<file path="config.mk">
export PLATFORM = sky130hd
export DESIGN_NAME = mul_arbiter
export DESIGN_NICKNAME = d
export VERILOG_FILES = /design/src/rtl/mul_arbiter.sv
export SDC_FILE = /design/constraint.sdc
export NUM_CORES = 1
export LEC_CHECK = 0
export ABC_CLOCK_PERIOD_IN_PS = 5250
export BUFFER_PORTS_ARGS = -buffer_cell sky130_fd_sc_hd__buf_2
export CORE_UTILIZATION = 45
export CTS_CLUSTER_SIZE = 12
export DETAILED_ROUTE_END_ITERATION = 7
export GPL_TIMING_DRIVEN = 0
export PLACE_DENSITY = 0.81
export SLEW_MARGIN = 10
export SYNTH_ARGS = -nofsm -noshare
export SYNTH_HDL_FRONTEND = slang
export SYNTH_SLANG_ARGS = --single-unit
</file>
<file path="constraint.sdc">
create_clock -name clk -period 5.25 [get_ports clk]
set_input_delay 0.2625 -clock clk [delete_from_list [all_inputs] [get_ports clk]]
set_output_delay 0.2625 -clock clk [all_outputs]
set_load 0.01 [all_outputs]
</file>
<file path="src/rtl/mul_arbiter.sv">
// rtl/mul_arbiter.sv - two-requester round-robin arbiter around a repeated-add multiplier
//
// One shared engine computes P = (A * B) mod 2^WIDTH by adding A to P, B times.
// Requesters are arbitrated round-robin at capture time. Operands are latched
// at capture, so later changes to the inputs or to req_i do not affect the result.
//
// Ports:
//   clk            - clock, all state changes on rising edge
//   rst_n          - asynchronous active-low reset
//   req_i[1:0]     - per-requester multiply request
//   a0_i, b0_i     - multiplicand / multiplier of requester 0
//   a1_i, b1_i     - multiplicand / multiplier of requester 1
//   gnt_o[1:0]     - one-hot current owner while the engine is busy, 0 when idle
//   done_o[1:0]    - one-cycle completion pulse to the owner
//   p_o            - product accumulator; valid in DONE, held until next capture
//   busy_o         - high whenever the engine is not idle
module mul_arbiter #(
  parameter int WIDTH = 16
) (
  input  logic             clk,
  input  logic             rst_n,
  input  logic [1:0]       req_i,
  input  logic [WIDTH-1:0] a0_i,
  input  logic [WIDTH-1:0] b0_i,
  input  logic [WIDTH-1:0] a1_i,
  input  logic [WIDTH-1:0] b1_i,
  output logic [1:0]       gnt_o,
  output logic [1:0]       done_o,
  output logic [WIDTH-1:0] p_o,
  output logic             busy_o
);

  localparam logic [WIDTH-1:0] ONE  = {{(WIDTH-1){1'b0}}, 1'b1};
  localparam logic [WIDTH-1:0] ZERO = '0;

  typedef enum logic [1:0] {
    IDLE = 2'd0,
    ADD  = 2'd1,
    DONE = 2'd2
  } state_t;

  state_t           state_q, state_d;
  logic [WIDTH-1:0] a_q, a_d;
  logic [WIDTH-1:0] b_q, b_d;
  logic [WIDTH-1:0] p_q, p_d;
  logic             owner_q, owner_d;
  logic             ptr_q, ptr_d;   // requester favoured when both ask
  logic             win;
  logic [1:0]       owner_onehot;

  // A lone requester always wins; a tie goes to the pointer.
  always_comb begin
    win = ptr_q;
    case (req_i)
      2'b01:   win = 1'b0;
      2'b10:   win = 1'b1;
      default: win = ptr_q;
    endcase
  end

  always_comb begin
    state_d = state_q;
    a_d     = a_q;
    b_d     = b_q;
    p_d     = p_q;
    owner_d = owner_q;
    ptr_d   = ptr_q;
    case (state_q)
      IDLE: begin
        if (req_i != 2'b00) begin
          a_d     = win ? a1_i : a0_i;
          b_d     = win ? b1_i : b0_i;
          p_d     = ZERO;
          owner_d = win;
          ptr_d   = ~win;
          state_d = ADD;
        end
      end
      ADD: begin
        // B counts the remaining additions; the B == 0 cycle costs one extra
        // ADD cycle, giving the fixed b + 1 latency into DONE.
        if (b_q == ZERO) begin
          state_d = DONE;
        end else begin
          p_d = p_q + a_q;
          b_d = b_q - ONE;
        end
      end
      DONE: begin
        state_d = IDLE;
      end
      default: begin
        state_d = IDLE;
      end
    endcase
  end

  always_ff @(posedge clk or negedge rst_n) begin
    if (!rst_n) begin
      state_q <= IDLE;
      a_q     <= ZERO;
      b_q     <= ZERO;
      p_q     <= ZERO;
      owner_q <= 1'b0;
      ptr_q   <= 1'b0;
    end else begin
      state_q <= state_d;
      a_q     <= a_d;
      b_q     <= b_d;
      p_q     <= p_d;
      owner_q <= owner_d;
      ptr_q   <= ptr_d;
    end
  end

  // Outputs decode straight from registers so reset clears them immediately.
  assign owner_onehot = owner_q ? 2'b10 : 2'b01;
  assign busy_o       = (state_q != IDLE);
  assign gnt_o        = busy_o ? owner_onehot : 2'b00;
  assign done_o       = (state_q == DONE) ? owner_onehot : 2'b00;
  assign p_o          = p_q;

endmodule

</file>
==> metrics.txt, run 1 <==
Mapped Area about 3500 µm²; YS warnings 0; setup_tns 0 ns; # setup viols final 0; VDD IR max 0.1804 mV; DP HPWL between 6 and 7 mm; status finished, violations left; fin crit period between 2 and 2.5 ns; ANT cells 0; Crit Path Category flop to flop; Critical Path RT between 5 and 6 ns; die height 90.44 µm; CP max FO 5; Leak 2.006 nW; crit start category flop; RSZ-0062 raised after global routing no; share of cells above drive strength 1 23.61%; Hold WS -0.02364 ns; Tcrit/Tclk final a little under half; Nets 574; die footprint 8179 µm²; vias ~3400; vias in the first global route approximately 3100; syn nets 479; # IOs between 80 and 90; CTS Buf Count 5; placed insts 578; violated checks negative hold slack; Root Buffer clkbuf_8; Cell Pwr Density ~450 nW/µm²; maximum number of pins on one net before global-route repair 53; first drt pass iteration count 5; via/cell ratio approximately 5.7; post-synthesis instance total approximately 390; post_cts resized 0; HP Class input pin to asynchronous set/reset pin; Final ANT Viol Nets 0; Final GP Congestion between 0.9 and 1; core area 7408 µm²; row cnt 31; Clk pin slew, worst setup/hold paths around 0.090 ns; Synth cell types 56; Total Wirelength just over 9 mm; Starting DRT DRC Count around 270; Max Freq between 400 and 500 MHz; commonest non-fill, non-tap cell in the layout buf_2; GR Overflow Total 0; Setup Buffers After CTS 0; Remaining DRCs 0; starting density of the core 47.51%; first-pass GRT wire length approximately 15 mm; latest clock arrival within the worst-skew pair 0.31 ns; Syn Area/Cell 9.002 µm²; Hold-fix buffers, CTS 0; Reg2Reg Setup Slack 2.75 ns; initial antenna violation count 0; placed instance area between 4000 and 5000 µm²; GRT Util Overall 22.87%; drt wl/cell 15.54 µm; WP data arrival ~2.7 ns; DP Worst Slack around 2.6 ns; slew margin rel. a little over half; Buffers on Ports just under 90; Sink Count 52; Layout Area Growth over Synthesis 18.66%; Post-synth top flop dfrtp_1; # H-tree levels 2; total power 1.881 mW; Yosys reg bits 52; final instance area 4177 µm²; Max clock buf depth 2; final hold viol count 25; setup ws final around 2.8 ns; CTS tree yes; CP endpoint kind flop; Post-synth EDFFs 0; Final Skew 0.005189 ns; Max-Cap Viols 0; die span in x about 90 µm; Finished Layout Cells roughly 600; Slew @ Worst Pin just under 0.7 ns; sequential share of the synthesized area between 30% and 40%; ys async rst share 100.0%; commonest non-fill, non-tap cells in the layout buf_2 (92), dfrtp_1 (52), nand2_1 (45), o21ai_0 (32), mux2i_1 (31); Max Slew Vio Count 0
## kinds of logic (layout without fill, tap and decap cells)
kind of cell / after synthesis / after routing / share of synthesized area [%]
compound gates: 116 / 116 / 20.76
xor+xnor: 7 / 7 / 1.742
fa+ha+maj: 20 / 20 / 7.323
buf+inv: 30 / 126 / 3.910
flops: 52 / 52 / 36.97
mux: 34 / 34 / 9.776
simple gates: 132 / 132 / 19.52
## cells in the mapped netlist (4+ instances only)
| master | number | area (µm²) |
|---|---|---|
| dfrtp_1 | 52 | 1301 |
| nand2_1 | 45 | 168.9 |
| o21ai_0 | 32 | 160.2 |
| mux2i_1 | 31 | 310.3 |
| a21oi_1 | 23 | 115.1 |
| ha_1 | 19 | 237.7 |
| nor2_1 | 18 | 67.56 |
| nand3_1 | 17 | 85.08 |
| o21ai_1 | 16 | 80.08 |
| clkbuf_1 | 11 | 41.29 |
| inv_1 | 9 | 33.78 |
| nor3_1 | 9 | 45.04 |
| nor2b_1 | 7 | 43.79 |
| o21a_1 | 6 | 45.04 |
| buf_2 | 5 | 25.02 |
| nand4_1 | 5 | 31.28 |
| or3_1 | 5 | 31.28 |
| a211o_1 | 4 | 35.03 |
| and2_1 | 4 | 25.02 |
| and3_1 | 4 | 25.02 |
| o31ai_1 | 4 | 30.03 |
| xor2_1 | 4 | 35.03 |
## where the power goes
| part | leakage (nW) | total [mW] | internal [mW] | switching [mW] |
|---|---|---|---|---|
| combinational | 1.34 | 0.956 | 0.442 | 0.514 |
| clock | 0.0455 | 0.237 | 0.108 | 0.129 |
| sequential | 0.623 | 0.689 | 0.546 | 0.143 |
## metal layers
layer | vias to the layer above | GRT usage [%] | wire [µm]
met5 | - | 0 | 0
met1 | 1584 | 31.44 | 4171
met4 | 0 | 7.930 | 164
met3 | 13 | 2.104 | 468
li1 | 1635 | - | -
met2 | 136 | 37.72 | 4301
## worst paths after layout
kind,startpoint,endpoint,cells after the start
setup / recovery,p_o[3]$_DFFE_PN0P_,p_o[15]$_DFFE_PN0P_,7
setup reg to reg,p_o[3]$_DFFE_PN0P_,p_o[15]$_DFFE_PN0P_,7
hold / removal,rst_n,b_q[12]$_DFFE_PN0P_,1
max in group asynchronous,rst_n,b_q[4]$_DFFE_PN0P_,1
hold reg to reg,a_q[8]$_DFFE_PN0P_,a_q[8]$_DFFE_PN0P_,2
min in group clk,a1_i[14],a_q[14]$_DFFE_PN0P_,3
## final cells by class
type,instances,area (µm²)
buffer,20,100.1
clock buffer,8,90.09
fill,669,3232
inverter,10,37.54
multi-input combinational,309,2081
sequential,52,1301
tap,99,123.9
timing repair buffer,88,442.9
## flip-flops by register name, indices dropped and copies added, names as in the netlist
| name | cells |
|---|---|
| ptr_q | 1 |
| b_q | 16 |
| state_q | 2 |
| p_o | 16 |
| owner_q | 1 |
| a_q | 16 |
## critical path, cell delays in order (launching register included)
cell	delay, ns
dfrtp_1	0.42
ha_1	0.37
and2_1	0.19
a221oi_1	0.53
a311oi_1	0.25
or3_1	0.37
nand3_1	0.11
mux2i_1	0.19
## stage by stage
stage	hold WS, ns	util, %
3_3_place_gp	0.4633	55.13
4_1_cts	0.2307	56.34
5_1_grt	0.03491	56.38
2_1_floorplan	-0.03309	-
3_5_place_dp	0.4789	55.13
6_report	-0.02364	56.38
No activity file was read; power rests on OpenSTA's default activity.
==> run 2, diff against run 1 <==
--- a/config.mk
+++ b/config.mk
@@ -5,13 +5,13 @@
 export SDC_FILE = /design/constraint.sdc
 export NUM_CORES = 1
 export LEC_CHECK = 0
-export ABC_CLOCK_PERIOD_IN_PS = 5250
+export ABC_CLOCK_PERIOD_IN_PS = 2200
 export BUFFER_PORTS_ARGS = -buffer_cell sky130_fd_sc_hd__buf_2
 export CORE_UTILIZATION = 45
 export CTS_CLUSTER_SIZE = 12
 export DETAILED_ROUTE_END_ITERATION = 7
 export GPL_TIMING_DRIVEN = 0
-export PLACE_DENSITY = 0.81
+export PLACE_DENSITY = 0.84
 export SLEW_MARGIN = 10
 export SYNTH_ARGS = -nofsm -noshare
 export SYNTH_HDL_FRONTEND = slang
==> constraint.sdc (replaced) <==
create_clock -name clk -period 2.2 [get_ports clk]
set_input_delay 0.11 -clock clk [delete_from_list [all_inputs] [get_ports clk]]
set_output_delay 0.11 -clock clk [all_outputs]
set_load 0.01 [all_outputs]
==> metrics.txt, run 2 (same netlist as run 1, synthesis figures left out) <==
drt wl/cell 16.51 µm (+6.2%); Reg2Reg Setup Slack 0.02 ns (-2.74 ns); Total Wirelength 9.955 mm (+9.3%); commonest non-fill, non-tap cells in the layout buf_2 (90), dfrtp_1 (52), nand2_1 (44), mux2i_1 (30), o21ai_0 (30); Leak 2.137 nW (+6.6%); Slew @ Worst Pin 0.6686 ns (-0.009521 ns); Root Buffer clkbuf_8; row cnt 31 (unchanged); CTS tree yes; Max clock buf depth 2 (unchanged); # H-tree levels 2 (unchanged); die height 90.44 µm (unchanged); Cell Pwr Density 1081 nW/µm² (+140%); M1 wire length 4.297 mm (+3.0%); vias 3535 (+5.0%); die span in x 90.44 µm (unchanged); ANT cells 0 (unchanged); commonest non-fill, non-tap cell in the layout buf_2; CP endpoint kind flop; Final Skew 0.007710 ns (+0.002521 ns); CP max FO 5 (unchanged); GR Overflow Total 0 (unchanged); die footprint 8179 µm² (unchanged); DP Worst Slack -0.2460 ns (-2.893 ns); cell repeated most along the worst path o31a_1; slew margin rel. 55.42% (+1.9 points); setup ws final 0.01641 ns (-2.737 ns); Clk pin slew, worst setup/hold paths 0.09 ns (about the same); final hold viol count 0 (-100%); Buffers on Ports 88 (unchanged); maximum number of pins on one net before global-route repair 53 (unchanged); # IOs 89 (unchanged); Max Slew Vio Count 0 (unchanged); Max Freq 458.0 MHz (+14%); first-pass GRT wire length 15.72 mm (+3.5%); cell family with most CP delay compound AO/OA/AOI/OAI gates; Max-Cap Viols 0 (unchanged); first drt pass iteration count 5 (unchanged); fillers 611 (-8.7%); initial antenna violation count 0 (unchanged); DP HPWL 6.851 mm (+2.0%); total power 4.955 mW (+160%); fin crit period 2.184 ns (-0.3125 ns); worst-path cell chain ha_2, inv_2, fa_2, nor2b_2, o31a_1, o21a_2, o21a_1, o31a_1, o31ai_1; core area 7408 µm² (unchanged); Final GP Congestion 0.8963 (-0.68%); Final ANT Viol Nets 0 (unchanged); Crit path largest cell delay 0.41 ns (-0.12 ns); GRT Util Overall 23.77% (+0.90 points); Crit Path Category flop to flop; final instance area 4584 µm² (+9.8%); Starting DRT DRC Count 224 (-16%); Tcrit/Tclk final 99.25% (+52 points); starting density of the core 47.51% (unchanged); HP Class input pin to flop; via/cell ratio 5.862 (+2.0%); status completed; met3 WL 586 µm (+25%); WP data arrival 2.40 ns (-0.33 ns); placed instance area 4090 µm² (+0.15%); VDD IR max 0.4307 mV (+140%); share of cells above drive strength 1 33.13% (+9.5 points); top sig layer met4; Sink Count 52 (unchanged); CTS Buf Count 5 (unchanged); # setup viols final 0 (unchanged); Critical Path RT 2.42 ns (-3.06 ns); crit start category flop; Layout Area Growth over Synthesis 30.25%; latest clock arrival within the worst-skew pair 0.31 ns (about the same); RSZ-0062 raised after global routing yes; Buf/Inv on CP 1 (+1); met2 wire len 4.862 mm (+13%); slowest CP cell dfrtp_1; vias in the first global route 3377 (+8.0%); Nets 592 (+3.1%); Remaining DRCs 0 (unchanged)
## run 2: timing repair
action	in CTS	in global routing
endpoints found under the setup margin	30	36
pin swaps	2	12
setup buffers	6	9
gates cloned	0	2
hold buffers	0	1
gates resized for setup	15	39
endpoints found under the hold margin	0	52
## run 2: path summary, 6_finish.rpt
| path | from | endpoint | cells past startpoint |
|---|---|---|---|
| min in group asynchronous | rst_n | b_q[7]$_DFFE_PN0P_ | 2 |
| worst min-delay path | a1_i[5] | a_q[5]$_DFFE_PN0P_ | 3 |
| max in group asynchronous | rst_n | p_o[15]$_DFFE_PN0P_ | 2 |
| worst max register to register | p_o[0]$_DFFE_PN0P_ | p_o[14]$_DFFE_PN0P_ | 9 |
| worst max-delay path | p_o[0]$_DFFE_PN0P_ | p_o[14]$_DFFE_PN0P_ | 9 |
| worst min register to register | a_q[5]$_DFFE_PN0P_ | a_q[5]$_DFFE_PN0P_ | 2 |
## run 2: area by class of cell
cell class / instances / area, µm² / share of cell area, %
Clock buffer: 6 / 72.57 / 1.583
Tap cell: 99 / 123.9 / 2.702
Inverter: 10 / 40.04 / 0.8734
Timing Repair Buffer: 106 / 615.6 / 13.43
Clock inverter: 1 / 5.005 / 0.1092
Buffer: 20 / 125.1 / 2.729
Multi-Input combinational cell: 309 / 2301 / 50.19
Sequential cell: 52 / 1301 / 28.38
## run 2: worst min-delay path: cells and delay by family
| kind | cells | cell delay (ns) |
|---|---|---|
| AO/OA/AOI/OAI | 1 | 0.12 |
| buffers and inverters | 1 | 0.07 |
| multiplexers | 1 | 0.05 |
## run 2: metal layers
metal,up-vias,track usage [%]
met4,0,7.796
li1,1676,-
met3,23,3.030
met5,-,0
met2,165,41.09
met1,1671,30.70
## run 2: where the power goes
part           switching, mW  internal (mW)
sequential             0.390           1.30
clock                  0.315          0.217
combinational           1.39           1.34
## run 2: stage by stage
step	instances	TNS, ns	utilization, %	hold WS (ns)
after floorplan	391	0	-	-0.1856
after global placement	578	-1.997	55.21	0.3948
after detailed placement	578	-3.063	55.21	0.4084
after CTS	591	0	57.56	0.07068
after global routing	603	-0.4418	61.88	0.08296
final	603	0	61.88	0.08136
==> run 3, diff against run 2 <==
--- a/config.mk
+++ b/config.mk
@@ -5,13 +5,13 @@
 export SDC_FILE = /design/constraint.sdc
 export NUM_CORES = 1
 export LEC_CHECK = 0
-export ABC_CLOCK_PERIOD_IN_PS = 2200
+export ABC_CLOCK_PERIOD_IN_PS = 2800
 export BUFFER_PORTS_ARGS = -buffer_cell sky130_fd_sc_hd__buf_2
 export CORE_UTILIZATION = 45
 export CTS_CLUSTER_SIZE = 12
 export DETAILED_ROUTE_END_ITERATION = 7
 export GPL_TIMING_DRIVEN = 0
-export PLACE_DENSITY = 0.84
+export PLACE_DENSITY = 0.81
 export SLEW_MARGIN = 10
 export SYNTH_ARGS = -nofsm -noshare
 export SYNTH_HDL_FRONTEND = slang
==> constraint.sdc (replaced) <==
create_clock -name clk -period 2.8 [get_ports clk]
set_input_delay 0.14 -clock clk [delete_from_list [all_inputs] [get_ports clk]]
set_output_delay 0.14 -clock clk [all_outputs]
set_load 0.01 [all_outputs]
==> metrics.txt, run 3 (same netlist as run 1, synthesis figures left out) <==
latest clock arrival within the worst-skew pair 0.31 ns (about the same); Total Wirelength 9.090 mm (-8.7%); die footprint 8179 µm² (unchanged); Root Buffer clkbuf_8; placed instance area 4084 µm² (-0.15%); WP data arrival 2.72 ns (+0.32 ns); Hold Path Depth 3 (unchanged); CP max FO 5 (unchanged); VDD IR max 0.3368 mV (-22%); # IOs 89 (unchanged); ANT cells 0 (unchanged); final hold viol count 0 (unchanged); vias 3325 (-5.9%); GR Overflow Total 0 (unchanged); # setup viols final 0 (unchanged); Reg2Reg Setup Slack 0.32 ns (+0.30 ns); slew margin rel. 53.37% (-2.0 points); Remaining DRCs 0 (unchanged); CTS Buf Count 5 (unchanged); initial antenna violation count 0 (unchanged); first drt pass iteration count 5 (unchanged); GRT Util Overall 22.87% (-0.90 points); Critical Path RT 3.04 ns (+0.62 ns); Worst R2R Start p_o[3]$_DFFE_PN0P_; Clk pin slew, worst setup/hold paths 0.09 ns (about the same); Crit Path Category flop to flop; Tcrit/Tclk final 88.73% (-11 points); Layout Area Growth over Synthesis 18.95%; setup ws final 0.3157 ns (+0.2993 ns); DP HPWL 6.715 mm (-2.0%); Max clock buf depth 2 (unchanged); Buffers on Ports 88 (unchanged); Sink Count 52 (unchanged); share of cells above drive strength 1 23.57% (-9.6 points); commonest non-fill, non-tap cells in the layout buf_2 (92), dfrtp_1 (52), nand2_1 (45), o21ai_0 (32), mux2i_1 (31); drt wl/cell 15.49 µm (-6.2%); Final ANT Viol Nets 0 (unchanged); r2r endpoint p_o[15]$_DFFE_PN0P_; worst hold start a1_i[14]; Slew @ Worst Pin 0.6799 ns (+0.01129 ns); Leak 2.010 nW (-6.0%); commonest non-fill, non-tap cell in the layout buf_2; final instance area 4187 µm² (-8.7%); die height 90.44 µm (unchanged); HP Class input pin to flop; first-pass GRT wire length 15.18 mm (-3.4%); maximum number of pins on one net before global-route repair 53 (unchanged); crit start category flop; DP Worst Slack 0.3198 ns (+0.5658 ns); Final Skew 0.006222 ns (-0.001488 ns); Nets 575 (-2.9%); # H-tree levels 2 (unchanged); status completed; worst-case hold path end point a_q[14]$_DFFE_PN0P_; RSZ-0062 raised after global routing no; Max Freq 402.5 MHz (-12%); row cnt 31 (unchanged); Max Slew Vio Count 0 (unchanged); Starting DRT DRC Count 267 (+19%); via/cell ratio 5.664 (-3.4%); starting density of the core 47.51% (unchanged); total power 3.525 mW (-29%); CP endpoint kind flop; post_cts resized 0 (-15); fin crit period 2.484 ns (+0.3007 ns); cells on worst reg2reg path 7 (-2); die span in x 90.44 µm (unchanged); setup_tns 0 ns (unchanged); CTS tree yes; vias in the first global route 3126 (-7.4%); core area 7408 µm² (unchanged); Max-Cap Viols 0 (unchanged); Cell Pwr Density 841.9 nW/µm² (-22%); Final GP Congestion 0.9024 (+0.68%)
[run 3: cell types whose count changed in the layout (fill, tap and decap cells not counted), moves of 2 or more]
cell / change
ha_1: +10
clkbuf_16: -2
ha_2: -3
a21oi_1: +4
o21ai_2: -2
buf_4: -13
buf_8: -2
buf_2: +2
a21oi_2: -4
clkbuf_1: +2
inv_1: +3
inv_2: -2
o21ai_0: +2
ha_4: -7
[run 3: layer usage]
metal / part of all wire [%] / track usage (%)
met5: 0 / 0
met4: 1.7 / 7.930
met3: 5.1 / 2.104
met2: 47 / 37.72
met1: 46 / 31.44
[run 3: layout make-up]
class / count / area, µm²
Fill cell: 669 / 3222
Inverter: 10 / 37.54
Buffer: 20 / 100.1
Clock buffer: 8 / 90.09
Tap cell: 99 / 123.9
Sequential cell: 52 / 1301
Multi-Input combinational cell: 309 / 2081
Timing Repair Buffer: 89 / 452.9
[run 3: worst max path at each step]
stage / from / end / slack (ns) / depth (start not counted)
finish: p_o[3]$_DFFE_PN0P_ / p_o[15]$_DFFE_PN0P_ / 0.32 / 7
global route: p_o[3]$_DFFE_PN0P_ / p_o[15]$_DFFE_PN0P_ / 0.15 / 7
CTS: p_o[3]$_DFFE_PN0P_ / p_o[15]$_DFFE_PN0P_ / 0.33 / 7
detailed placement: req_i[1] / a_q[9]$_DFFE_PN0P_ / 0.32 / 8
global placement: req_i[0] / a_q[10]$_DFFE_PN0P_ / 0.38 / 8
floorplan: p_o[3]$_DFFE_PN0P_ / p_o[15]$_DFFE_PN0P_ / 0.59 / 7
[run 3: what timing repair did]
item / 4_1_cts / 5_1_grt
hold buffers: 0 / 1
setup buffers: 0 / 0
hold endpoints to repair: 0 / 52
endpoints found under the setup margin: 0 / 0
[run 3: power breakdown]
| group | switching [mW] | internal, mW |
|---|---|---|
| Clock | 0.243 | 0.202 |
| Sequential | 0.269 | 1.02 |
| Combinational | 0.957 | 0.829 |
| Total | 1.47 | 2.06 |
[run 3: critical path, cell delays in order, from the launching register on]
cell	delay (ns)
dfrtp_1	0.42
ha_1	0.37
and2_1	0.19
a221oi_1	0.53
a311oi_1	0.25
or3_1	0.37
nand3_1	0.11
mux2i_1	0.18
[run 3: stage by stage]
stage | hold WS, ns | instances | util, %
after floorplan | -0.1556 | 391 | -
after global placement | 0.4241 | 578 | 55.13
after detailed placement | 0.4403 | 578 | 55.13
after CTS | 0.1082 | 586 | 56.34
after global routing | 0.1314 | 587 | 56.51
final | 0.1189 | 587 | 56.51
